[src/rtl/rf_seq_pkg.sv]
// rf_seq_pkg: opcodes, FSM state encoding and instruction field positions
// shared by the rf_seq_ctrl sequencer and its decoder.
package rf_seq_pkg;

  localparam logic [3:0] OP_MOV  = 4'h0;
  localparam logic [3:0] OP_MVI  = 4'h1;
  localparam logic [3:0] OP_ADD  = 4'h2;
  localparam logic [3:0] OP_SUB  = 4'h3;
  localparam logic [3:0] OP_JMP  = 4'h4;
  localparam logic [3:0] OP_JZ   = 4'h5;
  localparam logic [3:0] OP_HALT = 4'hF;

  // Instruction field slice positions within the fetched word
  localparam int OP_HI = 7;
  localparam int OP_LO = 4;
  localparam int RD_HI = 3;
  localparam int RD_LO = 2;
  localparam int RS_HI = 1;
  localparam int RS_LO = 0;

  typedef enum logic [2:0] {
    S_IDLE,
    S_FETCH,
    S_DECODE,
    S_FETCH_IMM,
    S_READ,
    S_WAIT_RF,
    S_WB,
    S_HALT
  } state_t;

endpackage

[src/rtl/rf_seq_decode.sv]
// rf_seq_decode: combinational opcode classifier used by the sequencer's
// DECODE, FETCH_IMM and WAIT_RF steps.
module rf_seq_decode
  import rf_seq_pkg::*;
(
  input  logic [3:0] op,
  output logic       needs_imm,
  output logic       needs_read,
  output logic       writes_rd,
  output logic       is_branch,
  output logic       is_halt,
  output logic       illegal
);

  always_comb begin
    needs_imm  = 1'b0;
    needs_read = 1'b0;
    writes_rd  = 1'b0;
    is_branch  = 1'b0;
    is_halt    = 1'b0;
    illegal    = 1'b0;
    case (op)
      OP_MOV, OP_ADD, OP_SUB: begin
        needs_read = 1'b1;
        writes_rd  = 1'b1;
      end
      OP_MVI: begin
        needs_imm = 1'b1;
        writes_rd = 1'b1;
      end
      OP_JMP: begin
        needs_imm = 1'b1;
        is_branch = 1'b1;
      end
      // JZ needs both the target word and the register value it tests
      OP_JZ: begin
        needs_imm  = 1'b1;
        needs_read = 1'b1;
        is_branch  = 1'b1;
      end
      OP_HALT: is_halt = 1'b1;
      default: illegal = 1'b1;
    endcase
  end

endmodule

[src/rtl/rf_seq_ctrl.sv]
// rf_seq_ctrl: multi-cycle control sequencer for the 4-entry register group.
// Optional macro RF_SEQ_ILLEGAL_TRAP_EN: undefined opcodes halt with err=1 (otherwise NOP).
module rf_seq_ctrl
  import rf_seq_pkg::*;
#(
  parameter int DWIDTH = 16,
  parameter int AW     = 8
) (
  input  logic              clk,
  input  logic              rst_n,
  input  logic              start,
  output logic              imem_req,
  output logic [AW-1:0]     imem_addr,
  input  logic              imem_ack,
  input  logic [DWIDTH-1:0] imem_rdata,
  output logic [1:0]        rf_rd,
  output logic [1:0]        rf_rs,
  output logic              rf_en_in,
  input  logic [DWIDTH-1:0] rf_rd_q,
  input  logic [DWIDTH-1:0] rf_rs_q,
  input  logic              rf_valid,
  output logic [3:0]        rf_reg_en,
  output logic [DWIDTH-1:0] rf_d,
  output logic              busy,
  output logic              halted,
  output logic              err
);

  state_t            state;
  logic [AW-1:0]     pc;
  logic [AW-1:0]     imm;
  logic [7:0]        ir;
  logic [DWIDTH-1:0] alu_result;
  logic              dec_needs_imm, dec_needs_read, dec_writes_rd;
  logic              dec_is_branch, dec_is_halt, dec_illegal;

  rf_seq_decode u_decode (
    .op         (ir[OP_HI:OP_LO]),
    .needs_imm  (dec_needs_imm),
    .needs_read (dec_needs_read),
    .writes_rd  (dec_writes_rd),
    .is_branch  (dec_is_branch),
    .is_halt    (dec_is_halt),
    .illegal    (dec_illegal)
  );

  assign imem_addr = pc;

  always_comb begin
    alu_result = rf_rs_q;
    case (ir[OP_HI:OP_LO])
      OP_ADD:  alu_result = rf_rd_q + rf_rs_q;
      OP_SUB:  alu_result = rf_rd_q - rf_rs_q;
      default: alu_result = rf_rs_q;
    endcase
  end

`ifndef RF_SEQ_ILLEGAL_TRAP_EN
  assign err = 1'b0;
`endif

  // Strobes (rf_en_in, rf_reg_en, rf_d) default low and are raised on the edge entering their state
  always_ff @(posedge clk or negedge rst_n) begin
    if (!rst_n) begin
      state     <= S_IDLE;
      pc        <= '0;
      imm       <= '0;
      ir        <= '0;
      imem_req  <= 1'b0;
      rf_rd     <= 2'b00;
      rf_rs     <= 2'b00;
      rf_en_in  <= 1'b0;
      rf_reg_en <= 4'b0000;
      rf_d      <= '0;
      busy      <= 1'b0;
      halted    <= 1'b0;
`ifdef RF_SEQ_ILLEGAL_TRAP_EN
      err       <= 1'b0;
`endif
    end else begin
      rf_en_in  <= 1'b0;
      rf_reg_en <= 4'b0000;
      rf_d      <= '0;
      case (state)
        S_IDLE, S_HALT: begin
          if (start) begin
            state    <= S_FETCH;
            pc       <= '0;
            imem_req <= 1'b1;
            busy     <= 1'b1;
            halted   <= 1'b0;
`ifdef RF_SEQ_ILLEGAL_TRAP_EN
            err      <= 1'b0;
`endif
          end
        end
        S_FETCH: begin
          if (imem_ack) begin
            ir       <= imem_rdata[7:0];
            pc       <= pc + AW'(1);
            imem_req <= 1'b0;
            state    <= S_DECODE;
          end
        end
        S_DECODE: begin
          if (dec_is_halt) begin
            state  <= S_HALT;
            halted <= 1'b1;
            busy   <= 1'b0;
          end else if (dec_needs_imm) begin
            state    <= S_FETCH_IMM;
            imem_req <= 1'b1;
          end else if (dec_needs_read) begin
            state    <= S_READ;
            rf_en_in <= 1'b1;
            rf_rd    <= ir[RD_HI:RD_LO];
            rf_rs    <= ir[RS_HI:RS_LO];
          end else if (dec_illegal) begin
`ifdef RF_SEQ_ILLEGAL_TRAP_EN
            state  <= S_HALT;
            halted <= 1'b1;
            busy   <= 1'b0;
            err    <= 1'b1;
`else
            state    <= S_FETCH;
            imem_req <= 1'b1;
`endif
          end
        end
        S_FETCH_IMM: begin
          if (imem_ack) begin
            imm      <= imem_rdata[AW-1:0];
            pc       <= pc + AW'(1);
            imem_req <= 1'b0;
            if (dec_writes_rd) begin
              state     <= S_WB;
              rf_reg_en <= 4'b0001 << ir[RD_HI:RD_LO];
              rf_d      <= imem_rdata;
            end else if (dec_needs_read) begin
              state    <= S_READ;
              rf_en_in <= 1'b1;
              rf_rd    <= ir[RD_HI:RD_LO];
              rf_rs    <= ir[RS_HI:RS_LO];
            end else begin
              // JMP: target overrides the incremented pc; request stays up for the next fetch
              pc       <= imem_rdata[AW-1:0];
              imem_req <= 1'b1;
              state    <= S_FETCH;
            end
          end
        end
        S_READ: state <= S_WAIT_RF;
        S_WAIT_RF: begin
          if (rf_valid) begin
            if (dec_is_branch) begin
              if (rf_rd_q == '0) pc <= imm;
              state    <= S_FETCH;
              imem_req <= 1'b1;
            end else begin
              state     <= S_WB;
              rf_reg_en <= 4'b0001 << ir[RD_HI:RD_LO];
              rf_d      <= alu_result;
            end
          end
        end
        S_WB: begin
          state    <= S_FETCH;
          imem_req <= 1'b1;
        end
        default: state <= S_IDLE;
      endcase
    end
  end

endmodule

[config.mk]
export PLATFORM = sky130hd
export DESIGN_NAME = rf_seq_ctrl
export DESIGN_NICKNAME = d
export VERILOG_FILES = /design/src/rtl/rf_seq_pkg.sv /design/src/rtl/rf_seq_decode.sv /design/src/rtl/rf_seq_ctrl.sv
export SDC_FILE = /design/constraint.sdc
export NUM_CORES = 1
export LEC_CHECK = 0
export CORE_ASPECT_RATIO = 0.75
export CORE_UTILIZATION = 46
export DETAILED_ROUTE_END_ITERATION = 10
export PLACE_DENSITY_LB_ADDON = 0.12
export SLEW_MARGIN = 10
export SYNTH_ARGS = -nofsm -noshare
export SYNTH_HDL_FRONTEND = slang
export SYNTH_SLANG_ARGS = --single-unit
[constraint.sdc]
create_clock -name clk -period 2.8 [get_ports clk]
set_input_delay 0.56 -clock clk [delete_from_list [all_inputs] [get_ports clk]]
set_output_delay 0.56 -clock clk [all_outputs]
set_load 0.05 [all_outputs]
Word-level counts from Yosys, hierarchy flattened
Cells that the tools add are included.
{ "classes": {"addsub": 3, "n_eq_ne": 26, "shift": 1, "mux": 72, "n_reduce_logical": 20} }
{ "ops": {"columns": ["op", "n"], "rows": [
  ["$mux W16", 4],
  ["$mux W8", 8],
  ["$pmux W16 S2", 2],
  ["$mux W3", 11],
  ["$pmux W8 S4", 1],
  ["$mux W1", 24],
  ["$pmux W3 S7", 1],
  ["$mux W2", 10],
  ["$ne A2 B2 Y1 const B", 10],
  ["$add A16 B16 Y16", 1],
  ["$logic_not A16 Y1", 1],
  ["$mux W4", 4],
  ["$sub A16 B16 Y16", 1],
  ["$eq A3 B3 Y1 const B", 4],
  ["$reduce_and A5 Y1", 2],
  ["$reduce_and A9 Y1", 1],
  ["$add A8 B1 Y8 const B", 1],
  ["$eq A4 B2 Y1 const B", 2],
  ["$eq A4 B3 Y1 const B", 2],
  ["$pmux W2 S2", 2],
  ["$pmux W4 S2", 1],
  ["$reduce_or A4 Y1", 2],
  ["$reduce_and A7 Y1", 1],
  ["$reduce_or A7 Y1", 1],
  ["18 further kinds", 25]
]} }
{ "totals": {"register_bits": 55, "inputBits": 53, "word_cells": 134} }

Longest topological paths before layout
Gate-level depths: netlist (run 1).
{ "depth": {"ltp_word": 7, "ltp_mapped": 15, "ltp_nobuf": 13} }

Modules after synthesis
From an unflattened synthesis (run 1), not the netlist that was laid out.
{ "hier_totals": {"hier_cells": 418, "area_unflattened_um2": 3833.7} }
{ "modules_own_cells": {"columns": ["module", "n_inst", "cells_per_inst", "area_each_um2"], "rows": [
  ["rf_seq_ctrl", 1, 408, 3764.9],
  ["rf_seq_decode", 1, 10, 68.8]
]} }

Worst setup path before layout (run 1)
OpenSTA, ideal clock, no wires.
{ "synth_timing": {"path_type": "input -> register", "start": "in rf_rs_q[4]", "end": "reg rf_d[14]", "setup_ns": 0.134, "arrival_time_ns": 3.239, "setup_slack_ns": -0.572, "path_stages": 12, "path_cell_list": "or4_4 or3_1 o41ai_2 xor2_1 ha_1 and2_1 a21oi_1 o21ai_1 a21o_1 a221oi_1 xor2_1 o21ai_0"} }
{ "synth_between": {"elab_chain_cells": 5} }
{ "synth_rtl": {"columns": ["item", "line", "rtl"], "rows": [
  ["start: declaration", "rf_seq_ctrl.sv:20", "input logic [DWIDTH-1:0] rf_rs_q,"],
  ["$sub A16 B16 Y16 / $add A16 B16 Y16 (equally long branches)", "rf_seq_ctrl.sv:53, rf_seq_ctrl.sv:52", null],
  ["$pmux W16 S2 (*)", "rf_seq_ctrl.sv:51", "case (ir[OP_HI:OP_LO])"],
  ["$mux W16 (*)", "rf_seq_ctrl.sv:155", "if (dec_is_branch) begin"],
  ["$mux W16 (*)", "rf_seq_ctrl.sv:154", "if (rf_valid) begin"],
  ["$pmux W16 S2 (*)", "rf_seq_ctrl.sv:84", "case (state)"],
  ["end signal: assignment", "rf_seq_ctrl.sv:138", "rf_d <= imem_rdata;"],
  ["end signal: assignment", "rf_seq_ctrl.sv:162", "rf_d <= alu_result;"],
  ["end: declaration", "rf_seq_ctrl.sv:23", "output logic [DWIDTH-1:0] rf_d,"]
]} }
Every way passes the cells marked *; elsewhere a longest branch is shown, timed or not.
A chain may end at the register's enable or synchronous reset.

Final worst setup path (run 1)
{ "layout_timing": {"start": "in rf_rs_q[3]", "end": "reg rf_d[14]"} }
Same word-level chain as after synthesis.

==> impl_metrics.yaml, run 1 <==
routing:
  drtAntennaViolNets: 0
  routed_wirelength_um: 11440
  dr_total_vias: 3909
  dr.pass1.iters: 4
  drc: 0
  vias_per_cell: 5.834
  drt_iter0_markers: 215
  wl_per_cell_um: 17.07
layout:
  multi_input_area_um2: 2437
  nFillCells: 653
  layout-drive-gt1-share_pct: 24.78
  nets: 635
  final_util_pct: 69.50
  seqCellArea_um2: 1376
  areaGrowthSynthToFinish_pct: 45.44
  num_antenna_cells: 0
  design_area_um2: 5503
worst_hold_path:
  hold_path_class: "in -> async"
worst_setup_path:
  timing.critical_path.from_type: "input pin"
  path_max_fanout: 3
  slowest_stage: "or4_4"
  arrival_ns: 3.32
  worst_ep_required_time_ns: 2.99
  critPathMaxStageDelay_ns: 0.54
  end_kind: "flip-flop"
  critPathKind: "in -> reg"
  crit_chain: "buf_6 > or4_4 > or3_4 > o41ai_4 > xor2_1 > ha_1 > a21o_1 > a21oi_2 > o21ai_2 > a21o_1 > a221oi_2 > xor2_1 > o21ai_1"
outcome:
  outcome: "complete, but fails checks"
  violations: "setup timing"
logic_synthesis:
  synth_edf_count: 0
  synth_ff_type: "dfrtp_1"
  post_synth_instance_area_um2: 3784
  ys_seq_elements: 55
  async_flop_share_pct: 100.0
  synth_fa_ha_area_share_pct: 6.151
  synth_top_family_by_area: "compound AO/OA/AOI/OAI gates"
  synth-simple-area-share_pct: 15.67
  syn_inst: 419
  synth_nets: 490
  synth_compound_area_share_pct: 25.23
  synth.area.mux_share_pct: 6.481
  yosysWarnings: 0
  syn_area_per_cell_um2: 9.030
  yosysSeqAreaShare_pct: 36.38
  synth_xor_area_share_pct: 6.250
  ys_types: 60
place:
  gp_congestion: 0.8863
  io_buffers: 88
  placed_area_um2: 5236
  hpwl_um: 8934
global_routing:
  grt-ovfl-total: 0
  grt_pass1_vias: 3678
  antenna_found_initial: 0
  top_usage_layer: "met2"
  track_usage_pct: 26.95
  grt_use_met3_pct: 4.951
  grt_max_degree: 27
  met2_usage_pct: 43.48
  use_met1_pct: 37.83
  grt_pass1_wl_um: 18020
timing:
  fmax_ghz: 0.3186
  final_max_slew_viol_count: 0
  finalCritPeriodShare_pct: 112.1
  rsz0062_at_grt: "yes"
  hold_viol: 0
  finalSetupViolations: 8
  fin_skew_ns: 0.003087
  maxSlewHeadroom_pct: 41.78
  setup_ws_ns: -0.3387
  tightest_slew_ns: 0.8700
  period_minus_slack_ns: 3.139
cts:
  cts_tree: "done"
  cts_buffer_depth: 2
  cts.sinks: 55
  htreeDepth: 2
  clkTransAtPathRegs_ns: 0.10
  clock_latency_ns: 0.31
  cts-buffers-inserted: 5
  root_buffer: "clkbuf_8"
  ctsHoldBuffers: 0
die:
  core_area_um2: 7918
  die_area_um2: 8596
  start_util_pct: 47.79
  pin_count: 90
  row_count: 28
  die_w_um: 106.7
  die_height_um: 80.54
pwr:
  p_leak_nw: 2.454
  ir_worst_vdd_mv: 0.5286
  power_density_nw_per_um2: 863.6
flow_run:
  max_cap_violations: 0
## repair_timing
item / in CTS / in global routing
endpoints found under the setup margin: 10 / 10
resized for setup: 38 / 20
pin swaps: 19 / 21
buffers inserted: 2 / 0
## state kept, by name, summed over array words and instances (netlist names)
register,flops
busy,1
rf_rs,2
imem_req,1
rf_d,16
ir,8
rf_en_in,1
rf_reg_en,4
state,3
rf_rd,2
imm,8
halted,1
imem_addr,8
## placed cells by master (no fill, tap or decap), types with 14 or more instances in the layout
cell,n
a21oi_1,20
buf_4,66
clkdlybuf4s50_1,77
dfrtp_1,55
ha_1,16
inv_1,14
mux2_2,18
nand2_1,28
nor2_1,27
o21ai_0,26
o21ai_1,17
xor2_1,15
## layer usage
metal | vias to the layer above | part of all wire [%]
met3 | 14 | 6.9
met5 | - | 0
met4 | 0 | 1.3
met1 | 1888 | 45
li1 | 1848 | -
met2 | 159 | 46
## power breakdown
| group | leakage (nW) | switching [mW] | total (mW) | internal [mW] |
|---|---|---|---|---|
| logic | 1.70 | 1.72 | 3.01 | 1.30 |
| registers | 0.709 | 0.217 | 1.27 | 1.05 |
| clock network | 0.0484 | 0.268 | 0.471 | 0.204 |
## worst max-delay path: cells and delay by family
family	cells	cell delay (ns)
AO/OA/AOI/OAI	7	1.16
XOR/XNOR	2	0.35
adder cells (fa/ha/maj)	1	0.27
buffers and inverters	1	0.09
AND/OR/NAND/NOR	2	0.90
## cell usage after synthesis, drive strengths merged, types with 5 or more instances
cell type,n,share of area [%]
dfrtp,55,36
o21ai,47,6.2
nand2,32,3.2
nor2,29,2.9
a21oi,28,3.8
mux2,20,6.0
ha,17,5.6
inv,17,1.7
xor2,15,3.5
nor3,14,2.3
nand3,13,1.7
clkbuf,12,1.2
xnor2,12,2.8
a22oi,11,2.2
a22o,10,2.3
and3,9,1.5
buf,6,0.86
o21a,6,1.2
nor4,5,0.83
o31ai,5,1.4
## cells by family after synthesis
kind of cell	Yosys count
and+or+nand+nor	118
AOI/OAI and AO/OA	143
adders and majority gates	18
buffers and inverters	35
DFF	55
other	1
xor gates and xnor gates	27
muxes	22
## area by class of cell
cell class	count	area share, %
multi-input combinational	329	44.29
timing repair buffer	156	25.42
sequential	55	25.01
tap	105	2.387
clock buffer	7	1.569
inverter	17	1.160
clock inverter	1	0.1592
## metrics by stage
| stage | hold WS [ns] | power, mW | setup WS [ns] | cells | TNS, ns |
|---|---|---|---|---|---|
| after floorplan | 0.2644 | 3.156 | -0.5013 | 419 | -1.689 |
| after global placement | 0.4707 | 4.040 | -0.9883 | 660 | -8.166 |
| after detailed placement | 0.4736 | 4.129 | -1.034 | 660 | -8.878 |
| after CTS | 0.2584 | 4.674 | -0.4889 | 670 | -1.982 |
| after global routing | 0.2561 | 5.053 | -0.4431 | 670 | -1.716 |
| final | 0.2382 | 4.752 | -0.3387 | 670 | -1.089 |
## path summary, 6_finish.rpt
path                                  from           end  slack (ns)  depth (start not counted)
worst max-delay path            rf_rs_q[3]      rf_d[14]       -0.34                         13
worst min-delay path                 rst_n          busy        0.24                          1
worst max register to register       ir[6]      rf_d[14]        0.03                         13
worst min register to register       ir[2]  rf_reg_en[2]        0.49                          1
max in group asynchronous            rst_n       rf_d[0]        1.90                          2
min in group clk                     ir[2]  rf_reg_en[2]        0.49                          1
No activity file was read; power rests on OpenSTA's default activity.
==> inputs of run 2 (changes only) <==
--- a/config.mk
+++ b/config.mk
@@ -9,6 +9,7 @@
 export CORE_UTILIZATION = 46
 export DETAILED_ROUTE_END_ITERATION = 10
 export PLACE_DENSITY_LB_ADDON = 0.12
+export SETUP_SLACK_MARGIN = 0.5
 export SLEW_MARGIN = 10
 export SYNTH_ARGS = -nofsm -noshare
 export SYNTH_HDL_FRONTEND = slang
==> impl_metrics.yaml, run 2 (synthesized netlist as in run 1, its figures left out) <==
global_routing:
  grt-ovfl-total: 0
  grt_pass1_vias: 3740
  grt_pass1_wl_um: 18290
  grt_max_degree: 56
  track_usage_pct: 27.35
  antenna_found_initial: 0
timing:
  finalSetupViolations: 9
  fin_skew_ns: 0.007711
  tightest_slew_ns: 0.6922
  timing.hold.ws_ns: 0.3733
  setup_ws_ns: -0.4062
  finalCritPeriodShare_pct: 114.5
  hold_viol: 0
  period_minus_slack_ns: 3.206
  maxSlewHeadroom_pct: 53.86
  fmax_ghz: 0.3119
  rsz0062_at_grt: "yes"
  final_max_slew_viol_count: 0
worst_setup_path:
  path_max_fanout: 3
  r2r-start: "ir[7]"
  slowest_stage: "or4_4"
  crit_family: "simple AND/OR/NAND/NOR gates"
  timing.critical_path.from_type: "input pin"
  critPathMaxStageDelay_ns: 0.54
  path_buf_inv: 3
  end_kind: "flip-flop"
  cp-startpoint: "rf_rs_q[3]"
  crit_top_cell: "buf_6"
  crit_chain: "buf_6 > or4_4 > or3_4 > o41ai_4 > xor2_1 > ha_1 > buf_4 > buf_6 > and3_4 > o21ai_2 > a21boi_2 > or3_1 > a31o_1"
  critPathKind: "in -> reg"
  worst_ep_required_time_ns: 2.99
  arrival_ns: 3.40
cts:
  cts.sinks: 55
  cts_tree: "done"
  clock_latency_ns: 0.31
  root_buffer: "clkbuf_8"
  cts_buffer_depth: 2
  htreeDepth: 2
  clkTransAtPathRegs_ns: 0.10
  cts-buffers-inserted: 5
pwr:
  ir_worst_vdd_mv: 0.5402
  clkPwrFrac_pct: 9.1
  p_seq_share_pct: 25.3
  p_int_mw: 2.721
  p_total_mw: 5.046
  p_leak_nw: 2.598
  pwr-share-comb_pct: 65.6
  p_sw_share_pct: 46.08
  power.switching_mw: 2.325
  power_density_nw_per_um2: 864.1
place:
  dp.cells: 666
  io_buffers: 88
  gp_congestion: 0.9100
  hpwl_um: 8732
  detailedPlace.worstSlack_ns: -1.065
layout:
  final_common_cell: "clkdlybuf4s50_1"
  max_flop_register: "rf_d"
  layout-drive-gt1-share_pct: 30.80
  num_antenna_cells: 0
  largest_register_ffs: 16
  stdcell_count: 683
  final_cell_mix: "75 x clkdlybuf4s50_1, 70 x buf_4, 55 x dfrtp_1"
  areaGrowthSynthToFinish_pct: 54.33
  nets: 648
flow_run:
  max_cap_violations: 0
outcome:
  violations: "setup timing"
  outcome: "complete, but fails checks"
routing:
  drt_iter0_markers: 189
  drtAntennaViolNets: 0
  routed_wirelength_um: 12020
  dr.pass1.iters: 7
  wl_per_cell_um: 17.60
  drc: 0
  dr_total_vias: 4026
  vias_per_cell: 5.895
die:
  die_height_um: 80.54
  start_util_pct: 47.79
  die_area_um2: 8596
  die_w_um: 106.7
  pin_count: 90
  row_count: 28
  core_area_um2: 7918
worst_hold_path:
  hold_path_class: "in -> async"
-- run 2: cell types whose count changed in the layout (fill, tap and decap cells not counted), sizes merged --
cell,change
buf,+13
clkdlybuf4s15,+1
clkdlybuf4s50,-2
dlygate4sd2,-1
dlymetal6s2s,+2
-- run 2: worst paths after layout --
check	endpoint	slack, ns	cells past startpoint
worst max-delay path	rf_d[12]	-0.41	13
worst min-delay path	busy	0.37	2
worst max register to register	rf_d[12]	-0.02	12
worst min register to register	rf_reg_en[2]	0.49	1
max in group asynchronous	rf_d[7]	1.97	2
min in group clk	rf_reg_en[2]	0.49	1
-- run 2: what timing repair did --
| item | 4_1_cts | 5_1_grt |
|---|---|---|
| hold endpoints to repair | 0 | 0 |
| pin swaps | 19 | 39 |
| hold buffers | 0 | 0 |
| setup endpoints to repair | 22 | 23 |
| resized for setup | 53 | 47 |
| setup buffers | 0 | 8 |
| gates cloned | 0 | 1 |
-- run 2: layout make-up --
| class | instances | area [µm²] |
|---|---|---|
| multi-input combinational | 329 | 2643 |
| fill | 601 | 2078 |
| timing repair buffer | 169 | 1530 |
| sequential | 55 | 1376 |
| tap | 105 | 131.4 |
| clock buffer | 7 | 86.33 |
| inverter | 17 | 63.81 |
| clock inverter | 1 | 8.758 |
-- run 2: stage by stage --
| step | setup TNS (ns) | instance area [µm²] | utilization (%) |
|---|---|---|---|
| after CTS | -2.391 | 5568 | 70.32 |
| final | -2.323 | 5839 | 73.75 |
| after global placement | -8.095 | 5333 | 67.35 |
| after global routing | -3.153 | 5839 | 73.75 |
| after detailed placement | -8.716 | 5333 | 67.35 |
| after floorplan | -1.688 | 3882 | - |
-- run 2: worst reg2reg max path: cells and delay by family, from the launching register on --
kind	cells	cell delay, ns
fa+ha+maj	1	0.31
xor+xnor	1	0.15
compound gates	6	0.92
flops	1	0.42
buf+inv	1	0.15
simple gates	3	0.77
-- run 2: routing by layer --
layer / GRT usage, % / share of wire [%] / up-vias
met3: 4.302 / 5.8 / 30
met5: 0 / 0 / -
met2: 44.84 / 48 / 169
met4: 6.301 / 2.3 / 0
li1: - / - / 1867
met1: 37.87 / 44 / 1960
-- run 2: power groups by stage --
stage          Sequential [mW]  Combinational, mW  Clock [mW]
2_1_floorplan             1.62               1.61           0
3_3_place_gp              1.27               2.87           0
3_5_place_dp              1.28               2.93           0
4_1_cts                   1.27               3.06       0.468
5_1_grt                   1.31               3.56       0.508
6_report                  1.27               3.31       0.460
